### config.mk
export PLATFORM = sky130hd
export DESIGN_NAME = floppy_seek_ctrl
export DESIGN_NICKNAME = d
export VERILOG_FILES = /design/src/rtl/floppy_pkg.sv /design/src/rtl/floppy_step_timer.sv /design/src/rtl/floppy_seek_ctrl.sv
export SDC_FILE = /design/constraint.sdc
export NUM_CORES = 1
export LEC_CHECK = 0
export ABC_AREA = 1
export ABC_CLOCK_PERIOD_IN_PS = 2400
export CELL_PAD_IN_SITES_DETAIL_PLACEMENT = 0
export CELL_PAD_IN_SITES_GLOBAL_PLACEMENT = 1
export CORE_MARGIN = 5
export CORE_UTILIZATION = 40
export CTS_CLUSTER_DIAMETER = 120
export CTS_CLUSTER_SIZE = 8
export DETAILED_ROUTE_END_ITERATION = 8
export MAX_ROUTING_LAYER = met4
export PLACE_DENSITY_LB_ADDON = 0.1
export REMOVE_ABC_BUFFERS = 1
export SLEW_MARGIN = 10
export SYNTH_ARGS = -nofsm -noshare
export SYNTH_HDL_FRONTEND = slang
export SYNTH_HIERARCHICAL = 1
export SYNTH_SLANG_ARGS = --single-unit
### constraint.sdc
create_clock -name clk -period 2.4 [get_ports clk]
set_clock_uncertainty 0.2 [all_clocks]
set_input_delay 0.24 -clock clk [delete_from_list [all_inputs] [get_ports clk]]
set_output_delay 0.24 -clock clk [all_outputs]
set_load 0.02 [all_outputs]
### src/rtl/floppy_pkg.sv
// Shared types and constants for the floppy head positioner.
// Default timing assumes a 10 MHz clock.
package floppy_pkg;

  localparam int TRACK_W = 7;
  typedef logic [TRACK_W-1:0] track_t;

  localparam logic DIR_IN  = 1'b1;
  localparam logic DIR_OUT = 1'b0;

  localparam int DEF_DIR_SETUP_CYC   = 10;
  localparam int DEF_STEP_PULSE_CYC  = 10;
  localparam int DEF_STEP_RATE_CYC   = 80000;
  localparam int DEF_SETTLE_CYC      = 100000;
  localparam int DEF_MAX_TRACK       = 76;
  localparam int DEF_RECAL_MAX_STEPS = 80;

  typedef enum logic [2:0] {
    S_IDLE,
    S_CHECK,
    S_DIR_SETUP,
    S_STEP_HI,
    S_STEP_LO,
    S_SETTLE,
    S_DONE
  } seek_state_t;

  // One step in direction d, clamped to [0, max_t].
  function automatic track_t step_track(input track_t t, input logic d, input track_t max_t);
    if (d == DIR_IN) return (t >= max_t) ? max_t : track_t'(t + 1'b1);
    return (t == '0) ? '0 : track_t'(t - 1'b1);
  endfunction

endpackage

### src/rtl/floppy_step_timer.sv
// Loadable down-counter; expire is high while the count sits at zero,
// so loading N-1 gives an interval of exactly N cycles.
module floppy_step_timer #(
  parameter int W = 17
) (
  input  logic         clk,
  input  logic         rst_n,
  input  logic         load,
  input  logic [W-1:0] load_val,
  output logic         expire
);

  logic [W-1:0] count;

  always_ff @(posedge clk or negedge rst_n) begin
    if (!rst_n)             count <= '0;
    else if (load)          count <= load_val;
    else if (count != '0)   count <= count - 1'b1;
  end

  assign expire = (count == '0);

endmodule

### src/rtl/floppy_seek_ctrl.sv
// Seek/recalibrate controller: drives step/dir/drivenum with setup, pulse,
// step-rate and settle timing, and keeps a track register per drive.
module floppy_seek_ctrl
  import floppy_pkg::*;
#(
  parameter int DIR_SETUP_CYC   = DEF_DIR_SETUP_CYC,
  parameter int STEP_PULSE_CYC  = DEF_STEP_PULSE_CYC,
  parameter int STEP_RATE_CYC   = DEF_STEP_RATE_CYC,
  parameter int SETTLE_CYC      = DEF_SETTLE_CYC,
  parameter int MAX_TRACK       = DEF_MAX_TRACK,
  parameter int RECAL_MAX_STEPS = DEF_RECAL_MAX_STEPS
) (
  input  logic         clk,
  input  logic         rst_n,
  input  logic         cmd_valid,
  output logic         cmd_ready,
  input  logic         cmd_recal,
  input  logic [6:0]   cmd_track,
  input  logic         cmd_drive,
  output logic         busy,
  output logic         done,
  output logic         err,
  output logic [6:0]   cur_track,
  output logic         trk_valid,
  output logic         step,
  output logic         dir,
  output logic         drivenum,
  input  logic         zero_track
);

  localparam int TMR_MAX = (STEP_RATE_CYC > SETTLE_CYC) ? STEP_RATE_CYC : SETTLE_CYC;
  localparam int TMR_W   = $clog2(TMR_MAX + 1);
  localparam int LO_W    = $clog2(DIR_SETUP_CYC + 1);

  localparam logic [TMR_W-1:0] LD_SETUP  = TMR_W'(DIR_SETUP_CYC - 1);
  localparam logic [TMR_W-1:0] LD_PULSE  = TMR_W'(STEP_PULSE_CYC - 1);
  localparam logic [TMR_W-1:0] LD_LOW    = TMR_W'(STEP_RATE_CYC - STEP_PULSE_CYC - 1);
  localparam logic [TMR_W-1:0] LD_SETTLE = TMR_W'(SETTLE_CYC - 1);
  localparam logic [LO_W-1:0]  LO_FULL   = LO_W'(DIR_SETUP_CYC);
  localparam track_t           MAX_T     = track_t'(MAX_TRACK);
  localparam logic [6:0]       RECAL_LIM = 7'(RECAL_MAX_STEPS);

  seek_state_t      state;
  logic [1:0]       z_sync;
  logic             z;
  logic             recal_q;
  track_t           target;
  logic [6:0]       step_cnt;
  logic [LO_W-1:0]  lo_cnt;
  track_t           track_reg [2];
  logic             cal_reg [2];

  logic             tmr_load;
  logic [TMR_W-1:0] tmr_val;
  logic             tmr_exp;

  logic at_target, seek_bad, want_dir, skip_setup, chk_finish;
  logic z_mismatch, lo_settle, lo_fail;

  assign z         = z_sync[1];
  assign cmd_ready = (state == S_IDLE);
  assign cur_track = track_reg[drivenum];
  assign trk_valid = cal_reg[drivenum];

  assign at_target  = (cur_track == target);
  assign seek_bad   = (target > MAX_T) || !trk_valid;
  assign want_dir   = recal_q ? DIR_OUT : ((target > cur_track) ? DIR_IN : DIR_OUT);
  assign skip_setup = (dir == want_dir) && (lo_cnt == LO_FULL);
  assign chk_finish = recal_q ? z : (seek_bad || at_target);
  // TRK00 seen while stepping out and the register still claims a nonzero track.
  assign z_mismatch = (dir == DIR_OUT) && z && (cur_track != '0);
  assign lo_settle  = recal_q ? z : (!z_mismatch && at_target);
  assign lo_fail    = recal_q ? (!z && (step_cnt >= RECAL_LIM)) : z_mismatch;

  always_ff @(posedge clk or negedge rst_n) begin
    if (!rst_n) z_sync <= 2'b00;
    else        z_sync <= {z_sync[0], zero_track};
  end

  // Cycles since step last fell, saturating at the direction-setup time.
  always_ff @(posedge clk or negedge rst_n) begin
    if (!rst_n)               lo_cnt <= '0;
    else if (step)            lo_cnt <= '0;
    else if (lo_cnt != LO_FULL) lo_cnt <= lo_cnt + 1'b1;
  end

  always_comb begin
    tmr_load = 1'b0;
    tmr_val  = LD_PULSE;
    case (state)
      S_CHECK: if (!chk_finish) begin
        tmr_load = 1'b1;
        tmr_val  = skip_setup ? LD_PULSE : LD_SETUP;
      end
      S_DIR_SETUP: tmr_load = tmr_exp;
      S_STEP_HI: begin
        tmr_load = tmr_exp;
        tmr_val  = LD_LOW;
      end
      S_STEP_LO: if (tmr_exp && !lo_fail) begin
        tmr_load = 1'b1;
        tmr_val  = lo_settle ? LD_SETTLE : LD_PULSE;
      end
      default: ;
    endcase
  end

  floppy_step_timer #(.W(TMR_W)) u_timer (
    .clk      (clk),
    .rst_n    (rst_n),
    .load     (tmr_load),
    .load_val (tmr_val),
    .expire   (tmr_exp)
  );

  always_ff @(posedge clk or negedge rst_n) begin
    if (!rst_n) begin
      state    <= S_IDLE;
      step     <= 1'b0;
      dir      <= DIR_OUT;
      drivenum <= 1'b0;
      busy     <= 1'b0;
      done     <= 1'b0;
      err      <= 1'b0;
      recal_q  <= 1'b0;
      target   <= '0;
      step_cnt <= '0;
      for (int i = 0; i < 2; i++) begin
        track_reg[i] <= '0;
        cal_reg[i]   <= 1'b0;
      end
    end else begin
      done <= 1'b0;
      case (state)
        S_IDLE: if (cmd_valid) begin
          recal_q  <= cmd_recal;
          target   <= cmd_track;
          drivenum <= cmd_drive;
          busy     <= 1'b1;
          err      <= 1'b0;
          step_cnt <= '0;
          state    <= S_CHECK;
        end
        S_CHECK: begin
          if (chk_finish) begin
            if (recal_q) begin
              track_reg[drivenum] <= '0;
              cal_reg[drivenum]   <= 1'b1;
            end
            err   <= !recal_q && seek_bad;
            done  <= 1'b1;
            state <= S_DONE;
          end else begin
            // Head position is unknown once a recal starts stepping blind.
            if (recal_q) cal_reg[drivenum] <= 1'b0;
            dir <= want_dir;
            if (skip_setup) begin
              step  <= 1'b1;
              state <= S_STEP_HI;
            end else begin
              state <= S_DIR_SETUP;
            end
          end
        end
        S_DIR_SETUP: if (tmr_exp) begin
          step  <= 1'b1;
          state <= S_STEP_HI;
        end
        S_STEP_HI: if (tmr_exp) begin
          step     <= 1'b0;
          step_cnt <= step_cnt + 1'b1;
          if (!recal_q) track_reg[drivenum] <= step_track(cur_track, dir, MAX_T);
          state    <= S_STEP_LO;
        end
        S_STEP_LO: if (tmr_exp) begin
          if (lo_fail) begin
            if (!recal_q) track_reg[drivenum] <= '0;
            err   <= 1'b1;
            done  <= 1'b1;
            state <= S_DONE;
          end else if (lo_settle) begin
            if (recal_q) begin
              track_reg[drivenum] <= '0;
              cal_reg[drivenum]   <= 1'b1;
            end
            state <= S_SETTLE;
          end else begin
            step  <= 1'b1;
            state <= S_STEP_HI;
          end
        end
        S_SETTLE: if (tmr_exp) begin
          done  <= 1'b1;
          state <= S_DONE;
        end
        S_DONE: begin
          busy  <= 1'b0;
          state <= S_IDLE;
        end
        default: state <= S_IDLE;
      endcase
    end
  end

endmodule
==> results of run 1 <==
[through the flow]
stage / utilization [%] / setup TNS, ps / total power, mW / std cells
detailed placement: 48.61 / -11820 / 7.938 / 954
CTS: 56.97 / -4198 / 10.89 / 999
finish: 58.62 / -5251 / 11.25 / 999
global placement: 48.61 / -9409 / 7.860 / 954
global route: 58.62 / -9069 / 12.21 / 999
floorplan: - / -44950 / 5.601 / 697
[final timing paths]
kind                             from      endpoint
setup / recovery             drivenum  track_reg[0]
min in group clk           zero_track     z_sync[0]
max in group asynchronous       rst_n     z_sync[1]
setup reg to reg             drivenum  track_reg[0]
hold / removal                  rst_n  track_reg[7]
hold reg to reg             z_sync[0]     z_sync[1]
[layout make-up]
class                   count  area (µm²)  share of cell area, %
clock buffers              10       239.0                  3.422
clock inverters             6       91.34                  1.308
inverters                  95       404.1                  5.787
multi-input cells         539        3261                  46.69
flip-flops and latches     63        1577                  22.58
well taps                 147       183.9                  2.634
repair buffers            137        1207                  17.29
repair inverters            2       20.02                 0.2867
[layout by cell type (no fill, tap or decap), types with 4 or more instances in the layout]
cell type	netlist	final
nand2_1	226	183
buf_4	1	87
inv_1	89	70
nor2_1	74	64
dfrtp_1	63	63
nand3_1	61	51
nand2_2	12	34
o21ai_0	48	29
nand2_4	8	27
clkdlybuf4s50_1	0	22
o21ai_1	7	19
inv_2	3	18
buf_6	5	16
a21oi_2	9	15
a21oi_1	19	12
nor2_2	4	12
nand3_2	3	11
nor2_4	9	11
nand4_1	10	10
clkbuf_16	0	9
ha_4	0	8
o21ai_2	2	6
ha_1	14	5
xor2_1	4	4
o21ai_4	1	4
nand3_4	2	4
inv_4	1	4
buf_12	1	4
[power by group through the flow]
stage	clock [mW]	sequential (mW)	combinational, mW
4_1_cts	1.50	1.91	7.48
3_3_place_gp	0	1.87	5.99
3_5_place_dp	0	1.88	6.06
5_1_grt	1.56	1.97	8.68
6_report	1.46	1.92	7.87
2_1_floorplan	0	1.92	3.68
[cell families (layout without fill, tap and decap cells)]
family	after synthesis	count (layout)	synth area share, %
buffers and inverters	115	250	10.73
xor gates and xnor gates	5	5	0.9074
other	2	3	0.1556
adders and majority gates	14	14	3.630
AOI/OAI and AO/OA	96	96	11.54
DFF	63	63	32.67
and+or+nand+nor	421	421	40.37
[timing repair]
action                                 4_1_cts  5_1_grt
pin swaps                                   34       45
setup endpoints to repair                   44       44
gates cloned                                 4        0
buffers inserted                            25        8
resized for setup                          121       71
endpoints found under the hold margin       63        0
hold buffers                                 1        0
[critical path: stages, from the launching register on]
cell,delay [ps]
dfrtp_1,410
buf_6,170
o21ai_4,170
inv_2,70
ha_4,280
nand2_4,60
nor2_4,110
nand3_2,90
nand2_4,80
nand2_4,70
buf_6,120
nand3_4,50
inv_2,40
nor2_4,160
buf_12,190
nand2_2,60
o21a_1,160
[metal layers]
layer	global-route usage (%)	wire, µm	up-vias
li1	-	-	2523
met1	29.00	6870	2323
met2	35.10	7132	104
met3	3.487	511	17
met4	6.657	187	0
met5	-	0	-
==> reports/qor.csv, run 1 <==
stage;metric;value;unit
route;via count;4967;
placement;half-perimeter wire length after placement;10120;µm
die;# rows;40;
die;die width;119.8;µm
worst_setup_path;worst-path fanout max;8;
clock_network;CTS tree;built;
clock_network;CTS Buf Count;9;
synthesis;Synth top area share;32.67;%
synthesis;top_reg_cell synth;dfrtp_1;
sta;Setup-failing EPs final;37;
hold_path;Hold WC Path Type;in2async;
grt;first-pass GRT wire length;24530;µm
die;# IOs;28;
cells_and_area;Finished Cell Area;0.006983;mm²
cells_and_area;Antenna Cells;0;
placement;GPL Wtd Cong;0.8873;
route;Post-route DRC;0;
sta;worst setup margin;-207.0;ps
synthesis;YS warnings;6;
synthesis;Mapped Cells;716;
synthesis;leading area contributor after synthesis;dfrtp_1;
sta;worst relative slew slack;53.55;%
sta;fin crit period;2607;ps
run_status;status;complete, but fails checks;
flow_run;maxcap violations;0;
clock_network;CTS root buffer;clkbuf_16;
power;VDD IR max;0.6587;mV
grt;largest net degree at the start of global routing;54;
route;drt wl/cell;14.72;µm
worst_setup_path;worst reg2reg setup slack;-210;ps
power;leakage;3.443;nW
placement;worst slack at placement;-424.5;ps
run_status;violated checks;setup timing;
grt;GRT Resource Usage Total;22.00;%
route;ANT nets after route;0;
grt;initial antenna violation count;0;
sta;final worst-path cycle share;108.6;%
die;Initial Utilization;40.51;%
worst_setup_path;CP endpoint kind;register;
grt;number of global-route vias before repair;4946;
clock_network;Worst-Skew Late Latency;340;ps
synthesis;sequential fraction of the synthesis area;32.67;%
sta;worst hold slack;127.4;ps
cells_and_area;max reg flops;17;
cells_and_area;synthesis-to-layout area growth;44.70;%
route;Vias per Instance;4.972;
placement;Buffers on Ports;27;
worst_setup_path;cells on worst reg2reg path;16;
worst_setup_path;Worst Path Arrival;2640;ps
cells_and_area;share of cells above drive strength 1;34.74;%
cells_and_area;fill count;1108;
clock_network;H-tree lvl count;3;
clock_network;Sink Count;63;
power;Gate power share;69.9;%
power;Switching Power;5.425;mW
route;DRT iter0 DRCs;327;
power;Sequential Power Share;17.0;%
route;DRT Pass-1 Iters;5;
sta;fmax;0.3836;GHz
sta;RSZ-0062 raised after global routing;true;
placement;Post-DP Area;0.005791;mm²
cells_and_area;Final #Nets;874;
synthesis;top-count cell post-synth;nand2_1;
sta;Worst-Margin Slew;693.8;ps
power;Internal;5.823;mW
worst_setup_path;Worst setup SP type;register;
die;DIE AREA;0.01436;mm²
synthesis;Synth Cell Area;0.004826;mm²
synthesis;Post-synth top cells;nand2_1, inv_1, nor2_1, dfrtp_1, nand3_1;
clock_network;Reg clk slew, reported paths;60;ps
worst_setup_path;critical path required time;2430;ps
die;Die Ht;119.8;µm
power;switch share;48.23;%
worst_setup_path;critical path class;reg2reg;
route;routed wire length;14700;µm
sta;max-slew violations;0;
synthesis;syn avg cell area;6.740;µm²
die;core area;0.01191;mm²
synthesis;Synth area leaders;dfrtp_1, nand2_1, inv_1;
sta;Final Hold Viols;0;
clock_network;clock tree buffer depth;2;
power;Clock power frac;13.0;%
power;PwrDens;1611;mW/mm²
synthesis;Post-synth EDFFs;0;
synthesis;library cells used by synthesis;45;
grt;grt total ovfl;0;
synthesis;async set-reset flop share out of synthesis;100.0;%
synthesis;register bit count reported by yosys;63;
Power figures use the tool's default switching activity.
==> inputs of run 2 (changes only) <==
--- a/config.mk
+++ b/config.mk
@@ -6,11 +6,11 @@
 export NUM_CORES = 1
 export LEC_CHECK = 0
 export ABC_AREA = 1
-export ABC_CLOCK_PERIOD_IN_PS = 2400
+export ABC_CLOCK_PERIOD_IN_PS = 3060
 export CELL_PAD_IN_SITES_DETAIL_PLACEMENT = 0
 export CELL_PAD_IN_SITES_GLOBAL_PLACEMENT = 1
 export CORE_MARGIN = 5
-export CORE_UTILIZATION = 40
+export CORE_UTILIZATION = 47
 export CTS_CLUSTER_DIAMETER = 120
 export CTS_CLUSTER_SIZE = 8
 export DETAILED_ROUTE_END_ITERATION = 8
==> constraint.sdc (replaced) <==
create_clock -name clk -period 3.06 [get_ports clk]
set_clock_uncertainty 0.2 [all_clocks]
set_input_delay 0.306 -clock clk [delete_from_list [all_inputs] [get_ports clk]]
set_output_delay 0.306 -clock clk [all_outputs]
set_load 0.02 [all_outputs]
==> run 2 against run 1 <==
Effect of this change: the flow now finishes without violations; sequential cell count unchanged; sequential power is 22% lower; non-clock buffer count is 86 lower; critical path depth is 2 higher.
==> reports/qor.csv, run 2 (synthesis results as in run 1) <==
stage;metric;value;unit;change
sta;max-slew violations;0;;unchanged
route;Vias per Instance;5.113;;was 4.972
die;DIE AREA;0.01239;mm²;was 0.01436 mm²
cells_and_area;share of cells above drive strength 1;13.74;%;was 34.74%
cells_and_area;post-route insts no fill;900;;was 999
clock_network;Reg clk slew, reported paths;70;ps;was 60 ps
power;PwrDens;1178;mW/mm²;was 1611 mW/mm²
worst_setup_path;CP cell instances;buf_12 -> inv_8 -> nand2_2 -> nand2_4 -> inv_1 -> ha_1 -> nand2_1 -> nor2_1 -> nand3_1 -> nand2_1 -> nand2_2 -> nand3_4 -> nand2_1 -> buf_4 -> a21oi_2 -> o21ai_0 -> o21ai_1 -> nor2_4;;was buf_6 -> o21ai_4 -> inv_2 -> ha_4 -> nand2_4 -> nor2_4 -> nand3_2 -> nand2_4 -> nand2_4 -> buf_6 -> nand3_4 -> inv_2 -> nor2_4 -> buf_12 -> nand2_2 -> o21a_1
clock_network;Sink Count;63;;unchanged
cells_and_area;synthesis-to-layout area growth;15.82;%;was 44.70%
worst_setup_path;cells on worst reg2reg path;18;;was 16
cells_and_area;leading cell type in the layout, fill and taps excluded;nand2_1;;unchanged
hold_path;Hold Startpoint;z_sync[0];;
run_status;status;finished, final reports clean;;was complete, but fails checks
grt;initial antenna violation count;0;;unchanged
cells_and_area;Final #Nets;786;;was 874
cells_and_area;max reg flops;17;;unchanged
hold_path;Hold Path End;z_sync[1];;
worst_setup_path;critical path's slowest cell;dfrtp_2;;was dfrtp_1
worst_setup_path;CP dominant cell by count;nand2_1;;was nand2_4
sta;fin crit period;2808;ps;was 2607 ps
route;Post-route DRC;0;;unchanged
worst_setup_path;critical path required time;3090;ps;was 2430 ps
route;DRT Pass-1 Iters;5;;unchanged
sta;RSZ-0062 raised after global routing;false;;was true
clock_network;H-tree lvl count;3;;unchanged
power;leakage;2.857;nW;was 3.443 nW
worst_setup_path;max incr delay on CP;440;ps;was 410 ps
worst_setup_path;Worst Path Arrival;2840;ps;was 2640 ps
sta;Setup-failing EPs final;0;;was 37
sta;final worst-path cycle share;91.75;%;was 108.6%
worst_setup_path;CP endpoint kind;register;;unchanged
hold_path;Hold Path Stages;0;;
grt;first-pass GRT wire length;21020;µm;was 24530 µm
cells_and_area;Antenna Cells;0;;unchanged
placement;half-perimeter wire length after placement;9170;µm;was 10120 µm
route;DRT iter0 DRCs;203;;was 327
worst_setup_path;worst-path fanout max;21;;was 8
sta;fmax;0.3562;GHz;was 0.3836 GHz
route;drt wl/cell;13.59;µm;was 14.72 µm
placement;Buffers on Ports;27;;unchanged
clock_network;clock tree buffer depth;2;;unchanged
worst_setup_path;Worst setup SP type;register;;unchanged
cells_and_area;most frequent cells in the layout;nand2_1, inv_1, nor2_1, dfrtp_1, nand3_1;;was nand2_1, buf_4, inv_1, nor2_1, dfrtp_1
die;die width;111.3;µm;was 119.8 µm
die;core area;0.01018;mm²;was 0.01191 mm²
worst_setup_path;FF-to-FF Start;drivenum;;unchanged
worst_setup_path;critical path class;reg2reg;;unchanged
clock_network;Worst-Skew Late Latency;340;ps;about the same
route;routed wire length;12230;µm;was 14700 µm
power;VDD IR max;0.4900;mV;was 0.6587 mV
flow_run;maxcap violations;0;;unchanged
die;# rows;37;;was 40
sta;worst relative slew slack;56.22;%;was 53.55%
grt;GRT Resource Usage Total;21.02;%;was 22.00%
worst_setup_path;worst reg2reg setup slack;250;ps;was -210 ps
clock_network;CTS Buf Count;9;;unchanged
grt;largest net degree at the start of global routing;27;;was 54
sta;worst setup margin;252.3;ps;was -207.0 ps
hold_path;Hold WC Path Type;reg2reg;;was in2async
placement;worst slack at placement;97.62;ps;was -424.5 ps
die;Initial Utilization;47.38;%;was 40.51%
placement;GPL Wtd Cong;0.9168;;was 0.8873
die;Die Ht;111.3;µm;was 119.8 µm
route;ANT nets after route;0;;unchanged
grt;grt total ovfl;0;;unchanged
placement;DP Cell Count;877;;was 954
route;via count;4602;;was 4967
clock_network;CTS root buffer;clkbuf_8;;was clkbuf_16
sta;Final Hold Viols;0;;unchanged
worst_setup_path;r2r endpoint;u_timer/count[4];;was track_reg[0]
cells_and_area;final core utilization;54.88;%;was 58.62%
sta;Worst-Margin Slew;656.7;ps;was 693.8 ps
clock_network;CTS tree;built;;unchanged
grt;number of global-route vias before repair;4384;;was 4946
die;# IOs;28;;unchanged
sta;worst hold slack;165.0;ps;was 127.4 ps
## run 2: cell count changes in the layout (fill, tap and decap cells not counted), moves of 15 or more
cell | before | now
nand2_1 | 183 | 225
nand2_4 | 27 | 8
buf_6 | 16 | 0
buf_4 | 87 | 20
o21ai_0 | 29 | 47
nand2_2 | 34 | 13
inv_1 | 70 | 89
inv_2 | 18 | 3
## run 2: per-stage QoR
step | power (mW) | instance area (µm²) | TNS [ps]
2_1_floorplan | 4.393 | 4681 | -18130
3_3_place_gp | 5.555 | 5256 | 0
3_5_place_dp | 5.608 | 5256 | 0
4_1_cts | 6.464 | 5494 | 0
5_1_grt | 7.259 | 5589 | 0
6_report | 6.587 | 5589 | 0
## run 2: worst max-delay path by stage
stage                     cells past startpoint  slack [ps]      from          endpoint
after global placement                       17         170  drivenum      track_reg[5]
after floorplan                              17        -900  drivenum  u_timer/count[7]
after global routing                         17           8  drivenum  u_timer/count[4]
after detailed placement                     18         100  drivenum  u_timer/count[4]
final                                        18         250  drivenum  u_timer/count[4]
after CTS                                    18          60  drivenum  u_timer/count[4]
## run 2: what timing repair did
item | 4_1_cts | 5_1_grt
setup buffers | 0 | 5
setup endpoints to repair | 0 | 35
gates resized for setup | 0 | 7
hold buffers | 1 | 0
hold endpoints to repair | 24 | 0
## run 2: cell type report
type / instances / area, µm²
repair buffers: 51 / 490.5
clock buffers: 14 / 192.7
multi-input cells: 539 / 2751
fillers: 1032 / 4596
clock inverters: 2 / 35.03
inverters: 95 / 371.6
flip-flops and latches: 63 / 1578
well taps: 136 / 170.2
## run 2: critical path, delay by kind of cell (launching register included)
kind / cells / cell delay, ps
simple gates: 10 / 870
buf+inv: 4 / 550
flops: 1 / 440
compound gates: 3 / 360
fa+ha+maj: 1 / 280
## run 2: report_power, final
part | internal [mW] | switching, mW | leakage (nW)
clock | 0.487 | 0.333 | 0.119
sequential | 1.17 | 0.314 | 0.791
combinational | 1.59 | 2.69 | 1.95
## run 2: metal layers
layer | up-vias | global-route usage, % | part of all wire [%]
li1 | 2339 | - | -
met1 | 2167 | 28.61 | 48
met2 | 81 | 32.73 | 47
met3 | 15 | 2.826 | 3.6
met4 | 0 | 6.569 | 1.3
met5 | - | - | 0
==> inputs of run 3 (changes only) <==
--- a/config.mk
+++ b/config.mk
@@ -6,10 +6,9 @@
 export NUM_CORES = 1
 export LEC_CHECK = 0
 export ABC_AREA = 1
-export ABC_CLOCK_PERIOD_IN_PS = 3060
+export ABC_CLOCK_PERIOD_IN_PS = 3590
 export CELL_PAD_IN_SITES_DETAIL_PLACEMENT = 0
 export CELL_PAD_IN_SITES_GLOBAL_PLACEMENT = 1
-export CORE_MARGIN = 5
 export CORE_UTILIZATION = 47
 export CTS_CLUSTER_DIAMETER = 120
 export CTS_CLUSTER_SIZE = 8
==> constraint.sdc (replaced) <==
create_clock -name clk -period 3.59 [get_ports clk]
set_clock_uncertainty 0.2 [all_clocks]
set_input_delay 0.359 -clock clk [delete_from_list [all_inputs] [get_ports clk]]
set_output_delay 0.359 -clock clk [all_outputs]
set_load 0.02 [all_outputs]
==> run 3 against run 2 <==
Effect of this change: core utilization shrank 0.32 points; clock power shrank 15%; sequential power shrank 13%; via count shrank 3.5%; critical endpoint is now track_reg[12]; routed wire length shrank 3.5%; combinational power shrank 21%.
==> reports/qor.csv, run 3 (synthesis results as in run 1) <==
stage;metric;value;unit;change
die;Die Ht;103.3;µm;was 111.3 µm
cells_and_area;Antenna Cells;0;;unchanged
power;leakage;2.737;nW;was 2.857 nW
placement;Buffers on Ports;27;;unchanged
power;VDD IR max;0.3647;mV;was 0.4900 mV
grt;GRT Resource Usage Total;24.97;%;was 21.02%
placement;Post-DP Area;0.005157;mm²;was 0.005256 mm²
cells_and_area;share of cells above drive strength 1;11.24;%;was 13.74%
clock_network;Sink Count;63;;unchanged
cells_and_area;final core utilization;54.55;%;was 54.88%
cells_and_area;leading cell type in the layout, fill and taps excluded;nand2_1;;unchanged
cells_and_area;Finished Cell Area;0.005381;mm²;was 0.005589 mm²
sta;final worst-path cycle share;88.56;%;was 91.75%
die;die width;103.3;µm;was 111.3 µm
sta;fmax;0.3145;GHz;was 0.3562 GHz
worst_setup_path;CP endpoint kind;register;;unchanged
cells_and_area;Final #Nets;769;;was 786
grt;number of global-route vias before repair;4020;;was 4384
worst_setup_path;r2r endpoint;track_reg[12];;was u_timer/count[4]
die;Initial Utilization;48.92;%;was 47.38%
worst_setup_path;worst reg2reg setup slack;410;ps;was 250 ps
grt;largest net degree at the start of global routing;52;;was 27
route;DRT Pass-1 Iters;5;;unchanged
cells_and_area;fill count;991;;was 1032
route;ANT nets after route;0;;unchanged
route;Vias per Instance;5.047;;was 5.113
flow_run;maxcap violations;0;;unchanged
worst_setup_path;FF-to-FF Start;drivenum;;unchanged
die;# IOs;28;;unchanged
grt;grt total ovfl;0;;unchanged
grt;first-pass GRT wire length;19710;µm;was 21020 µm
clock_network;Reg clk slew, reported paths;80;ps;was 70 ps
cells_and_area;synthesis-to-layout area growth;11.51;%;was 15.82%
hold_path;Hold WC Path Type;reg2reg;;unchanged
route;routed wire length;11810;µm;was 12230 µm
sta;RSZ-0062 raised after global routing;false;;unchanged
sta;Worst-Margin Slew;671.3;ps;was 656.7 ps
worst_setup_path;Worst Path Arrival;3260;ps;was 2840 ps
worst_setup_path;CP startpoint;drivenum;;unchanged
die;core area;0.009864;mm²;was 0.01018 mm²
placement;GPL Wtd Cong;0.9247;;was 0.9168
sta;max-slew violations;0;;unchanged
die;DIE AREA;0.01068;mm²;was 0.01239 mm²
sta;fin crit period;3179;ps;was 2808 ps
cells_and_area;most frequent cells in the layout;nand2_1, inv_1, nor2_1, dfrtp_1, nand3_1;;unchanged
sta;Final Hold Viols;0;;unchanged
worst_setup_path;Worst setup SP type;register;;unchanged
clock_network;Worst-Skew Late Latency;350;ps;was 340 ps
route;via count;4441;;was 4602
die;# rows;36;;was 37
sta;Setup-failing EPs final;0;;unchanged
worst_setup_path;CP endpoint;track_reg[12];;was u_timer/count[4]
worst_setup_path;worst-path fanout max;25;;was 21
route;DRT iter0 DRCs;244;;was 203
route;drt wl/cell;13.41;µm;was 13.59 µm
sta;worst relative slew slack;55.25;%;was 56.22%
clock_network;CTS Buf Count;9;;unchanged
grt;initial antenna violation count;0;;unchanged
clock_network;clock tree buffer depth;2;;unchanged
cells_and_area;max reg flops;17;;unchanged
clock_network;H-tree lvl count;3;;unchanged
route;Post-route DRC;0;;unchanged
placement;half-perimeter wire length after placement;8729;µm;was 9170 µm
power;PwrDens;1001;mW/mm²;was 1178 mW/mm²
clock_network;Setup Buffers After CTS;0;;unchanged
worst_setup_path;critical path class;reg2reg;;unchanged
run_status;status;finished, final reports clean;;unchanged
clock_network;CTS root buffer;clkbuf_8;;unchanged
worst_setup_path;critical path required time;3670;ps;was 3090 ps
clock_network;CTS tree;built;;unchanged
worst_setup_path;cells on worst reg2reg path;17;;was 18
[run 3: worst min-delay path by stage]
stage	slack (ps)	to	from	depth (start not counted)
5_1_grt	180	z_sync[1]	z_sync[0]	0
4_1_cts	150	z_sync[1]	z_sync[0]	0
6_report	160	z_sync[1]	z_sync[0]	0
3_3_place_gp	70	track_reg[3]	rst_n	1
2_1_floorplan	-140	busy	rst_n	0
3_5_place_dp	80	track_reg[3]	rst_n	1
[run 3: stage by stage]
stage | hold slack [ps] | setup TNS (ps) | std cells | power (mW) | worst slack, ps
2_1_floorplan | -136.6 | -5260 | 697 | 3.745 | -366.1
3_3_place_gp | 70.55 | 0 | 863 | 4.637 | 411.0
3_5_place_dp | 78.66 | 0 | 863 | 4.688 | 303.1
4_1_cts | 154.7 | 0 | 880 | 5.409 | 274.6
5_1_grt | 181.7 | 0 | 880 | 5.934 | 126.0
6_report | 158.8 | 0 | 880 | 5.385 | 410.7
[run 3: area by class of cell]
class                   instances  area (µm²)  area share [%]
clock buffers                  10       127.6           2.372
clock inverters                 6       85.08           1.581
inverters                      95       369.1           6.859
multi-input cells             539        2735           50.83
flip-flops and latches         63        1578           29.32
well taps                     133       166.4           3.092
repair buffers                 34       320.3           5.952
[run 3: repair_timing]
| item | 4_1_cts | 5_1_grt |
|---|---|---|
| endpoints found under the hold margin | 12 | 0 |
| hold buffers | 1 | 0 |
| resized for setup | 0 | 1 |
| setup endpoints to repair | 0 | 5 |
[run 3: layer usage]
metal  wire, µm  part of all wire [%]  up-vias  GRT usage [%]
met1       5955                    50     2031          34.87
met3        456                   3.9       17          4.301
li1           -                     -     2312              -
met4        165                   1.4        0          8.234
met2       5228                    44       81          36.67
met5          0                     0        -              -
[run 3: report_power, final]
part	leakage, nW	total, mW	internal (mW)	switching [mW]
Combinational	1.84	3.39	1.18	2.21
Clock	0.102	0.695	0.389	0.306
Sequential	0.791	1.30	0.999	0.301
Total	2.74	5.39	2.57	2.82
[run 3: critical path, stage by stage, from the launching register on]
cell     delay (ps)
dfrtp_2         540
inv_6           230
nand2_1         140
nand2_2         190
inv_1            70
ha_1            290
nand2_1          70
inv_1            50
nand3_1          80
nand2_1          90
nand2_1         150
nand3_2         190
nand2_2         100
nor2_4          300
inv_4           160
nand2_1          90
inv_1            40
a21oi_1         120
